### src/rtl/mips_arb_pkg.sv
// Shared types and sizing helpers for the MIPS Avalon-MM bus arbiter.
//   arb_state_t             : arbiter FSM state encoding
//   ARB_NUM_MASTERS_DEFAULT : default requester count (instr refill, data refill, wb drain)
//   arb_idx_w()             : width of a requester index (never below 1 bit)
//   ARB_IDX_W               : index width for the default requester count
package mips_arb_pkg;

  typedef enum logic {
    STATE_IDLE = 1'b0,
    STATE_BUSY = 1'b1
  } arb_state_t;

  localparam int ARB_NUM_MASTERS_DEFAULT = 3;

  function automatic int arb_idx_w(input int n);
    return (n > 1) ? $clog2(n) : 1;
  endfunction

  localparam int ARB_IDX_W = arb_idx_w(ARB_NUM_MASTERS_DEFAULT);

endpackage

### src/rtl/mips_arb_priority_pick.sv
// Combinational fixed-priority picker. Candidates are req & starved; the
// lowest-index candidate wins. Tying starved to all-ones gives plain fixed
// priority, so the same block serves both the starved and the normal level.
// Ports:
//   req     in  N      per-master request
//   starved in  N      per-master qualifier (all-ones = no qualification)
//   winner  out IDX_W  index of the lowest qualified requester (0 if none)
//   any_req out 1      at least one qualified requester exists
module mips_arb_priority_pick #(
  parameter int N     = 3,
  parameter int IDX_W = 2
) (
  input  logic [N-1:0]     req,
  input  logic [N-1:0]     starved,
  output logic [IDX_W-1:0] winner,
  output logic             any_req
);

  logic [N-1:0] cand;

  always_comb begin
    cand    = req & starved;
    any_req = |cand;
    winner  = '0;
    // Scan from the top so the lowest index is the last one written.
    for (int i = N - 1; i >= 0; i--) begin
      if (cand[i]) winner = IDX_W'(i);
    end
  end

endmodule

### src/rtl/mips_avalon_arbiter.sv
// Shares one Avalon-MM master port between NUM_MASTERS requesters
// (0 = instr refill, 1 = data refill, 2 = write-buffer drain). The grant is
// registered in an IDLE arbitration cycle and held for the whole transfer;
// one dead IDLE cycle separates back-to-back transactions.
// Optional feature: define MIPS_ARB_AGING_EN to add per-master saturating
// wait counters; a master waiting MAX_WAIT cycles or more outranks all
// non-starved masters. Without it the arbiter is strict fixed priority.
// Ports:
//   clk, rst                      clock, synchronous active-high reset
//   m_address/m_read/m_write/
//   m_writedata/m_byteenable      per-master Avalon requests (packed, master i at slice i)
//   m_waitrequest                 per-master stall (1 for everyone but the active owner)
//   m_readdata                    slave read data broadcast
//   mem_*                         shared Avalon port towards the slave
//   waitrequest, mem_readdata     slave responses
//   grant_idx                     current/last owner
//   busy                          high while a transfer is in flight
module mips_avalon_arbiter
  import mips_arb_pkg::*;
#(
  parameter int NUM_MASTERS = ARB_NUM_MASTERS_DEFAULT,
  parameter int MAX_WAIT    = 15
) (
  input  logic                              clk,
  input  logic                              rst,
  input  logic [32*NUM_MASTERS-1:0]         m_address,
  input  logic [NUM_MASTERS-1:0]            m_read,
  input  logic [NUM_MASTERS-1:0]            m_write,
  input  logic [32*NUM_MASTERS-1:0]         m_writedata,
  input  logic [4*NUM_MASTERS-1:0]          m_byteenable,
  output logic [NUM_MASTERS-1:0]            m_waitrequest,
  output logic [31:0]                       m_readdata,
  output logic [31:0]                       mem_address,
  output logic                              mem_read,
  output logic                              mem_write,
  output logic [31:0]                       mem_writedata,
  output logic [3:0]                        mem_byteenable,
  input  logic                              waitrequest,
  input  logic [31:0]                       mem_readdata,
  output logic [arb_idx_w(NUM_MASTERS)-1:0] grant_idx,
  output logic                              busy
);

  localparam int IDX_W = arb_idx_w(NUM_MASTERS);

  if (NUM_MASTERS < 2 || MAX_WAIT < 1) begin : g_param_check
    $error("mips_avalon_arbiter: NUM_MASTERS must be >= 2 and MAX_WAIT >= 1");
  end

  arb_state_t             state;
  logic [NUM_MASTERS-1:0] req;
  logic [NUM_MASTERS-1:0] gnt_vec;   // one-hot owner, only while BUSY
  logic [NUM_MASTERS-1:0] grant_now; // one-hot winner of this IDLE cycle
  logic [IDX_W-1:0]       idx_all;
  logic [IDX_W-1:0]       pick_idx;
  logic                   any_req;
  logic                   owner_req;

  assign req = m_read | m_write;

  mips_arb_priority_pick #(.N(NUM_MASTERS), .IDX_W(IDX_W)) u_pick_all (
    .req     (req),
    .starved ({NUM_MASTERS{1'b1}}),
    .winner  (idx_all),
    .any_req (any_req)
  );

`ifdef MIPS_ARB_AGING_EN
  localparam int CNT_W = $clog2(MAX_WAIT + 1);

  logic [CNT_W-1:0]       wait_cnt [NUM_MASTERS];
  logic [NUM_MASTERS-1:0] starved;
  logic [IDX_W-1:0]       idx_stv;
  logic                   any_stv;

  always_comb begin
    for (int i = 0; i < NUM_MASTERS; i++) begin
      starved[i] = (wait_cnt[i] >= CNT_W'(MAX_WAIT));
    end
  end

  mips_arb_priority_pick #(.N(NUM_MASTERS), .IDX_W(IDX_W)) u_pick_stv (
    .req     (req),
    .starved (starved),
    .winner  (idx_stv),
    .any_req (any_stv)
  );

  assign pick_idx = any_stv ? idx_stv : idx_all;

  // Counters age every cycle a master asks but does not own the bus,
  // including the IDLE arbitration cycle it loses; winning clears it.
  always_ff @(posedge clk) begin
    if (rst) begin
      for (int i = 0; i < NUM_MASTERS; i++) wait_cnt[i] <= '0;
    end else begin
      for (int i = 0; i < NUM_MASTERS; i++) begin
        if (grant_now[i]) begin
          wait_cnt[i] <= '0;
        end else if (req[i] && !gnt_vec[i] && (wait_cnt[i] != '1)) begin
          wait_cnt[i] <= wait_cnt[i] + 1'b1;
        end
      end
    end
  end
`else
  assign pick_idx = idx_all;
`endif

  always_comb begin
    gnt_vec   = '0;
    grant_now = '0;
    for (int i = 0; i < NUM_MASTERS; i++) begin
      gnt_vec[i]   = (state == STATE_BUSY) && (grant_idx == IDX_W'(i));
      grant_now[i] = (state == STATE_IDLE) && any_req && (pick_idx == IDX_W'(i));
    end
    owner_req = |(req & gnt_vec);
  end

  // Arbitration FSM: grant and busy are registered together with the state.
  always_ff @(posedge clk) begin
    if (rst) begin
      state     <= STATE_IDLE;
      grant_idx <= '0;
      busy      <= 1'b0;
    end else begin
      case (state)
        STATE_IDLE: begin
          if (any_req) begin
            grant_idx <= pick_idx;
            state     <= STATE_BUSY;
            busy      <= 1'b1;
          end
        end
        STATE_BUSY: begin
          // Completion, or the owner abandoned its request.
          if (!waitrequest || !owner_req) begin
            state <= STATE_IDLE;
            busy  <= 1'b0;
          end
        end
        default: begin
          state <= STATE_IDLE;
          busy  <= 1'b0;
        end
      endcase
    end
  end

  // Output mux: only the owner reaches the slave and sees its waitrequest.
  always_comb begin
    mem_address    = '0;
    mem_read       = 1'b0;
    mem_write      = 1'b0;
    mem_writedata  = '0;
    mem_byteenable = '0;
    m_waitrequest  = '1;
    for (int i = 0; i < NUM_MASTERS; i++) begin
      if (gnt_vec[i]) begin
        mem_address      = m_address[32*i +: 32];
        mem_read         = m_read[i];
        mem_write        = m_write[i];
        mem_writedata    = m_writedata[32*i +: 32];
        mem_byteenable   = m_byteenable[4*i +: 4];
        m_waitrequest[i] = waitrequest;
      end
    end
  end

  assign m_readdata = mem_readdata;

  a_rw_exclusive: assert property (@(posedge clk) disable iff (rst)
    ((m_read & m_write) == '0));

  a_owner_holds: assert property (@(posedge clk) disable iff (rst)
    (state == STATE_BUSY) |-> owner_req);

endmodule

### config.mk
export PLATFORM = sky130hd
export DESIGN_NAME = mips_avalon_arbiter
export DESIGN_NICKNAME = d
export VERILOG_FILES = /design/src/rtl/mips_arb_pkg.sv /design/src/rtl/mips_arb_priority_pick.sv /design/src/rtl/mips_avalon_arbiter.sv
export SDC_FILE = /design/constraint.sdc
export NUM_CORES = 1
export LEC_CHECK = 0
export ABC_AREA = 1
export CAP_MARGIN = 20
export CORE_AREA = 2 2 137 139
export DETAILED_ROUTE_END_ITERATION = 12
export DIE_AREA = 0 0 139 141
export SLEW_MARGIN = 20
export SYNTH_ARGS = -nofsm -noshare
export SYNTH_HDL_FRONTEND = slang
export SYNTH_SLANG_ARGS = --single-unit
### constraint.sdc
create_clock -name clk -period 1.4 [get_ports clk]
set_input_delay 0.14 -clock clk [delete_from_list [all_inputs] [get_ports clk]]
set_output_delay 0.14 -clock clk [all_outputs]
set_load 0.1 [all_outputs]
# Word-level counts from Yosys, hierarchy flattened
# Index checks and enable logic that the tools add are counted.
dict set report totals {
  register_bits 4
  latch_bits 0
  mem_bits_rw 0
  rom_bits 0
  inputBits 245
  output_inout_bits 108
  elab_cells 48
  memories 0
}
dict set report classes {
  n_addsub 0
  n_mul 0
  div 0
  n_lt_le_gt_ge 0
  n_eq_ne 4
  n_shift 0
  n_mux 27
  bitwise_logic 3
  reduce_logical 11
}
# op count
set ops {}
lappend ops {{32-bit 2-to-1 mux} 6}
lappend ops {{1-bit 2-to-1 mux} 13}
lappend ops {{4-bit 2-to-1 mux} 3}
lappend ops {{2-bit 2-to-1 mux} 3}
lappend ops {{3-bit OR reduction} 2}
lappend ops {{1-bit one-hot mux with 2 select lines} 2}
lappend ops {{2-bit AND reduction} 2}
lappend ops {{3-bit bitwise AND} 1}
lappend ops {{1-bit logical AND} 3}
lappend ops {{3-bit OR} 1}
lappend ops {{2-bit by 1-bit equality test with 1-bit output (second input constant)} 1}
lappend ops {{2-bit equality test (second input constant)} 1}
lappend ops {{1-bit logical NOT} 2}
lappend ops {{2-bit logical NOT} 1}
lappend ops {{2-bit by 1-bit inequality test with 1-bit output (second input constant)} 1}
lappend ops {{2-bit inequality test (second input constant)} 1}
lappend ops {{1-bit logical OR} 1}
lappend ops {{1-bit inverter} 1}

# Depth between registers and ports, before layout
# Gate-level depths: netlist (run 1).
dict set report depth {
  ltp_word 8
  ltp_mapped 8
  ltp_nobuf 8
}

# Modules after synthesis
# Synthesis (run 1) repeated with hierarchy kept, for this count alone.
dict set report hier_totals {
  cells_unflattened 382
  area_unflattened_um2 1775.5
}
# module instances cells_per_inst area_per_inst_um2 seq_area_each_um2
set modules_own_cells {}
lappend modules_own_cells {mips_avalon_arbiter 1 375 1741.7 80.1}
lappend modules_own_cells {mips_arb_priority_pick 1 7 33.8 0.0}

# Worst setup path before layout (run 1)
# OpenSTA, ideal clock, no wires.
dict set report synth_timing {
  kind {register to output}
  startpoint {reg grant_idx[0]}
  endpoint {out mem_read}
  arrival_time_ps 2853
  required_time_ps 1260
  path_slack_ps -1593
  stages_incl_launch_ff 3
  n_path_buf 0
  cell_sequence {dfxtp_1 nand2_1 o221ai_1}
}
dict set report synth_via {
  elab_chain_cells 5
  elab_cells_between_ends 9
  classes_between {2 x eq/ne; 3 x mux; 4 x reduce/logical}
}
# item line_no
set synth_rtl {}
lappend synth_rtl {{start, declared} mips_avalon_arbiter.sv:40} ;# output logic [arb_idx_w(NUM_MASTERS)-1:0] grant_idx,
lappend synth_rtl {{start signal, assigned} mips_avalon_arbiter.sv:130} ;# grant_idx <= pick_idx;
lappend synth_rtl {{2-bit logical NOT} mips_avalon_arbiter.sv:114} ;# gnt_vec[i] = (state == STATE_BUSY) && (grant_idx == IDX_W'(i));
lappend synth_rtl {{1-bit logical AND} mips_avalon_arbiter.sv:114}
lappend synth_rtl {{1-bit 2-to-1 mux (2 in a row)} mips_avalon_arbiter.sv:159} ;# if (gnt_vec[i]) begin
lappend synth_rtl {{1-bit 2-to-1 mux *} mips_avalon_arbiter.sv:159}
lappend synth_rtl {{end, declared} mips_avalon_arbiter.sv:34} ;# output logic mem_read,
# Every way passes the cells marked *; elsewhere a longest branch is shown, timed or not.

# Worst setup path in the final report (run 1)
dict set report layout_timing {
  startpoint {reg grant_idx[0]}
  endpoint {out mem_writedata[10]}
}
dict set report layout_via {
  elab_chain_cells 5
  elab_cells_between_ends 9
  classes_between {2 x eq/ne; 3 x mux; 4 x reduce/logical}
}
# item line_no
set layout_rtl {}
lappend layout_rtl {{2-bit logical NOT} mips_avalon_arbiter.sv:114}
lappend layout_rtl {{1-bit logical AND} mips_avalon_arbiter.sv:114}
lappend layout_rtl {{32-bit 2-to-1 mux (2 in a row)} mips_avalon_arbiter.sv:159}
lappend layout_rtl {{32-bit 2-to-1 mux *} mips_avalon_arbiter.sv:159}
lappend layout_rtl {{end, declared} mips_avalon_arbiter.sv:36} ;# output logic [31:0] mem_writedata,
# Marked as above.

==> run_results.csv, run 1 <==
group,metric,value,unit
drt,firstDrtPassIters,4,
global_route,first_global_vias,3538,
synth,syn_inst,376,
power_and_ir_drop,pwr_density_cell,594,nW/um2
synth,ys_types,15,
power_and_ir_drop,p_sw_share,50.9,%
sta,fin_crit_sh,122,%
synth,ys_seq_elements,4,
synth,yosys.area.top_type,"nand2_1",
die,die_h,141,um
cells_and_area,final_core_util,40.7,%
cells_and_area,drive_gt1_share,42.8,%
die,die_w,139,um
sta,finalSetupViolCount,74,
synth,synth.most_common_cell,"nand2_1",
worst_setup_path,r2r-start,"grant_idx[0]",
power_and_ir_drop,pwr-share-seq,3.1,%
synth,synthTopCellsByCount,"221 x nand2_1, 72 x nand3_1, 33 x buf_4, 17 x buf_2, 9 x inv_1",
power_and_ir_drop,p_comb_share,86.9,%
power_and_ir_drop,p_leak,3.32,nW
drt,drt_iter0_markers,97,
drt,via_per_inst,3.95,
worst_setup_path,ff2ff_setup_slack,-0.06,ns
status,outcome,"finished with violations",
sta,fmax,584,MHz
power_and_ir_drop,power_switching,2.25,mW
placed_design,gp_congestion,0.753,
cells_and_area,num_antenna_cells,0,
worst_setup_path,end_kind,"output port",
hold_path,min_path_cells,0,
sta,tightest_slew,0.274,ns
clock_tree,tritoncts,"done",
status,failed_checks,"setup timing",
worst_setup_path,crit_slowest_cell,"dfxtp_4",
hold_path,hold_class,"input port to output port",
cells_and_area,design_area,7430,um2
die,dieArea,19600,um2
hold_path,min_from,"mem_readdata[12]",
hold_path,hold_end,"m_readdata[12]",
drt,drc,0,
placed_design,placed_cell_area,6550,um2
drt,routed_wl,14400,um
drt,route.vias.total,3515,
clock_tree,clkTransAtPathRegs,0.03,ns
placed_design,io_buffer_count,288,
synth,synth_warnings,0,
global_route,grt_pass1_wl,19800,um
synth,synth-seq-area-share,4.55,%
worst_setup_path,r2r-end,"busy",
synth,synth_top_cell_area_share,47.1,%
drt,wl_per_cell,16.1,um
worst_setup_path,path_common_cell,"buf_12",
worst_setup_path,rr_worst_depth,11,
die,initial_utilization,9.64,%
drt,ant_nets,0,
power_and_ir_drop,clkPwrFrac,10.0,%
clock_tree,clk_latency,0.22,ns
synth,synthesis.area,1760,um2
sta,slew-limit-headroom,81.7,%
worst_setup_path,criticalPathCategory,"register to output port",
power_and_ir_drop,internal_power,2.17,mW
die,ios,353,
synth,async_flop_share,0,%
cells_and_area,area_growth,322,%
clock_tree,clk_path_buf_depth,2,
clock_tree,htreeDepth,1,
sta,rsz0062_at_grt,"true",
synth,postSynthAreaPerCell,4.68,um2
sta,period_minus_slack,1.71,ns
synth,synth_edf_count,0,
worst_setup_path,worstPathRequired,1.26,ns
worst_setup_path,cp_cell_sequence,"buf_6 -> nor2_4 -> buf_12 -> buf_12 -> buf_16 -> nand2_2 -> nand3_4 -> buf_12",
sta,setup_slack,-0.312,ns
clock_tree,cts_made_buffers,3,
global_route,grt_max_degree,33,
synth,synthTopCellsByArea,"nand2_1 47%, nand3_1 20%, buf_4 14%",
flow_run,cap_viol_max_count,0,
global_route,antenna_found_initial,0,
synth,ys.flop_type,"dfxtp_1",
worst_setup_path,critPathMaxFanout,7,
worst_setup_path,crit_arrival,1.57,ns
global_route,grtUsageTotal,13.1,%
power_and_ir_drop,power,4.42,mW
die,core_area,18300,um2
worst_setup_path,worstSetupStartpointType,"register",
placed_design,dp_hpwl,10600,um
sta,hold_viol,0,
clock_tree,numClockSinks,4,
synth,synthesis.nets,621,
power_and_ir_drop,max-vdd-ir-drop,0.000363,V
worst_setup_path,critPathMaxStageDelay,0.35,ns
clock_tree,root_buffer,"clkbuf_16",
die,num_rows,50,
sta,finalClockSkew,0.00113,ns
sta,finalMaxSlewViolations,0,
cells_and_area,nNetsFinal,904,
global_route,grt-ovfl-total,0,
[critical path: cells and delay by family (launching register included)]
kind | cells | cell delay [ns]
AND/OR/NAND/NOR | 3 | 0.27
flip-flops | 1 | 0.35
buffers and inverters | 5 | 0.72
[routing by layer]
metal  vias to the layer above  track usage [%]  share of wire, %
met2                       162             25.4                55
met1                      1614             14.4                37
met4                         0             2.66               1.3
met3                        20             3.26               6.1
met5                         -                0                 0
li1                       1719                -                 -
[timing repair]
item	CTS	global route
gates resized for setup	49	53
pin swaps	5	7
cloned	7	9
endpoints found under the setup margin	73	74
hold buffers	0	0
buffers inserted	5	5
[cells in the final DEF, fill, tap and decap left out]
cell               n
inv_1              9
nor2_1             2
nand2_4           23
nand2_2           56
buf_16             9
nand3_2            1
buf_12            84
a21oi_1            5
clkdlybuf4s50_1  212
nand4_1            1
inv_2              1
nor3_1             1
dfxtp_1            1
nand3_1            3
nor2_4             3
clkinv_8           2
o221ai_4           2
buf_4             10
dfxtp_4            3
clkbuf_16         10
inv_8              1
buf_8              3
buf_6              5
nand2_1          142
nand3_4           68
[power groups by stage]
stage	clock network [mW]	logic [mW]	registers [mW]
floorplan	0	2.37	0.182
global placement	0	3.61	0.139
detailed placement	0	3.62	0.140
CTS	0.452	3.76	0.138
global route	0.464	3.97	0.140
finish	0.440	3.84	0.138
[through the flow]
step / setup TNS, ns / cells / setup slack, ns / hold slack [ns]
2_1_floorplan: -9.79 / 376 / -0.151 / 0.199
3_3_place_gp: -3.05 / 864 / -0.110 / 0.281
3_5_place_dp: -3.66 / 864 / -0.116 / 0.281
4_1_cts: -20.06 / 879 / -0.316 / 0.281
5_1_grt: -25.11 / 891 / -0.386 / 0.280
6_report: -20.65 / 891 / -0.312 / 0.280
[flip-flops by register name, indices dropped and copies added (netlist names)]
| register | cells |
|---|---|
| busy | 1 |
| grant_idx | 2 |
| state | 1 |
[final cells by class]
class / count / area (um2)
clock buffers: 3 / 75.1
repair inverters: 1 / 11.3
inverters: 12 / 70.1
fillers: 1767 / 10800
flip-flops and latches: 4 / 91.3
multi-input cells: 307 / 2490
well taps: 234 / 293
repair buffers: 330 / 4400
[worst max-delay path by stage]
stage,start,to,slack [ns],cells past startpoint
floorplan,grant_idx[1],mem_writedata[21],-0.15,7
global placement,state,mem_writedata[11],-0.11,6
detailed placement,state,mem_writedata[11],-0.12,6
CTS,grant_idx[0],mem_address[22],-0.32,7
global route,grant_idx[1],mem_address[15],-0.39,8
finish,grant_idx[0],mem_writedata[10],-0.31,8
[logic make-up after synthesis]
kind of cell / Yosys count / synth area share [%]
compound gates: 7 / 2.42
buf+inv: 65 / 23.5
flops: 4 / 4.55
simple gates: 300 / 69.6
No activity file was read; power rests on OpenSTA's default activity.
==> run 2: changes to the inputs <==
Settings changed: ABC_CLOCK_PERIOD_IN_PS from default to 1400.
==> results of run 2 <==
No change in the layout: final DEF, timing and power equal those of run 1.
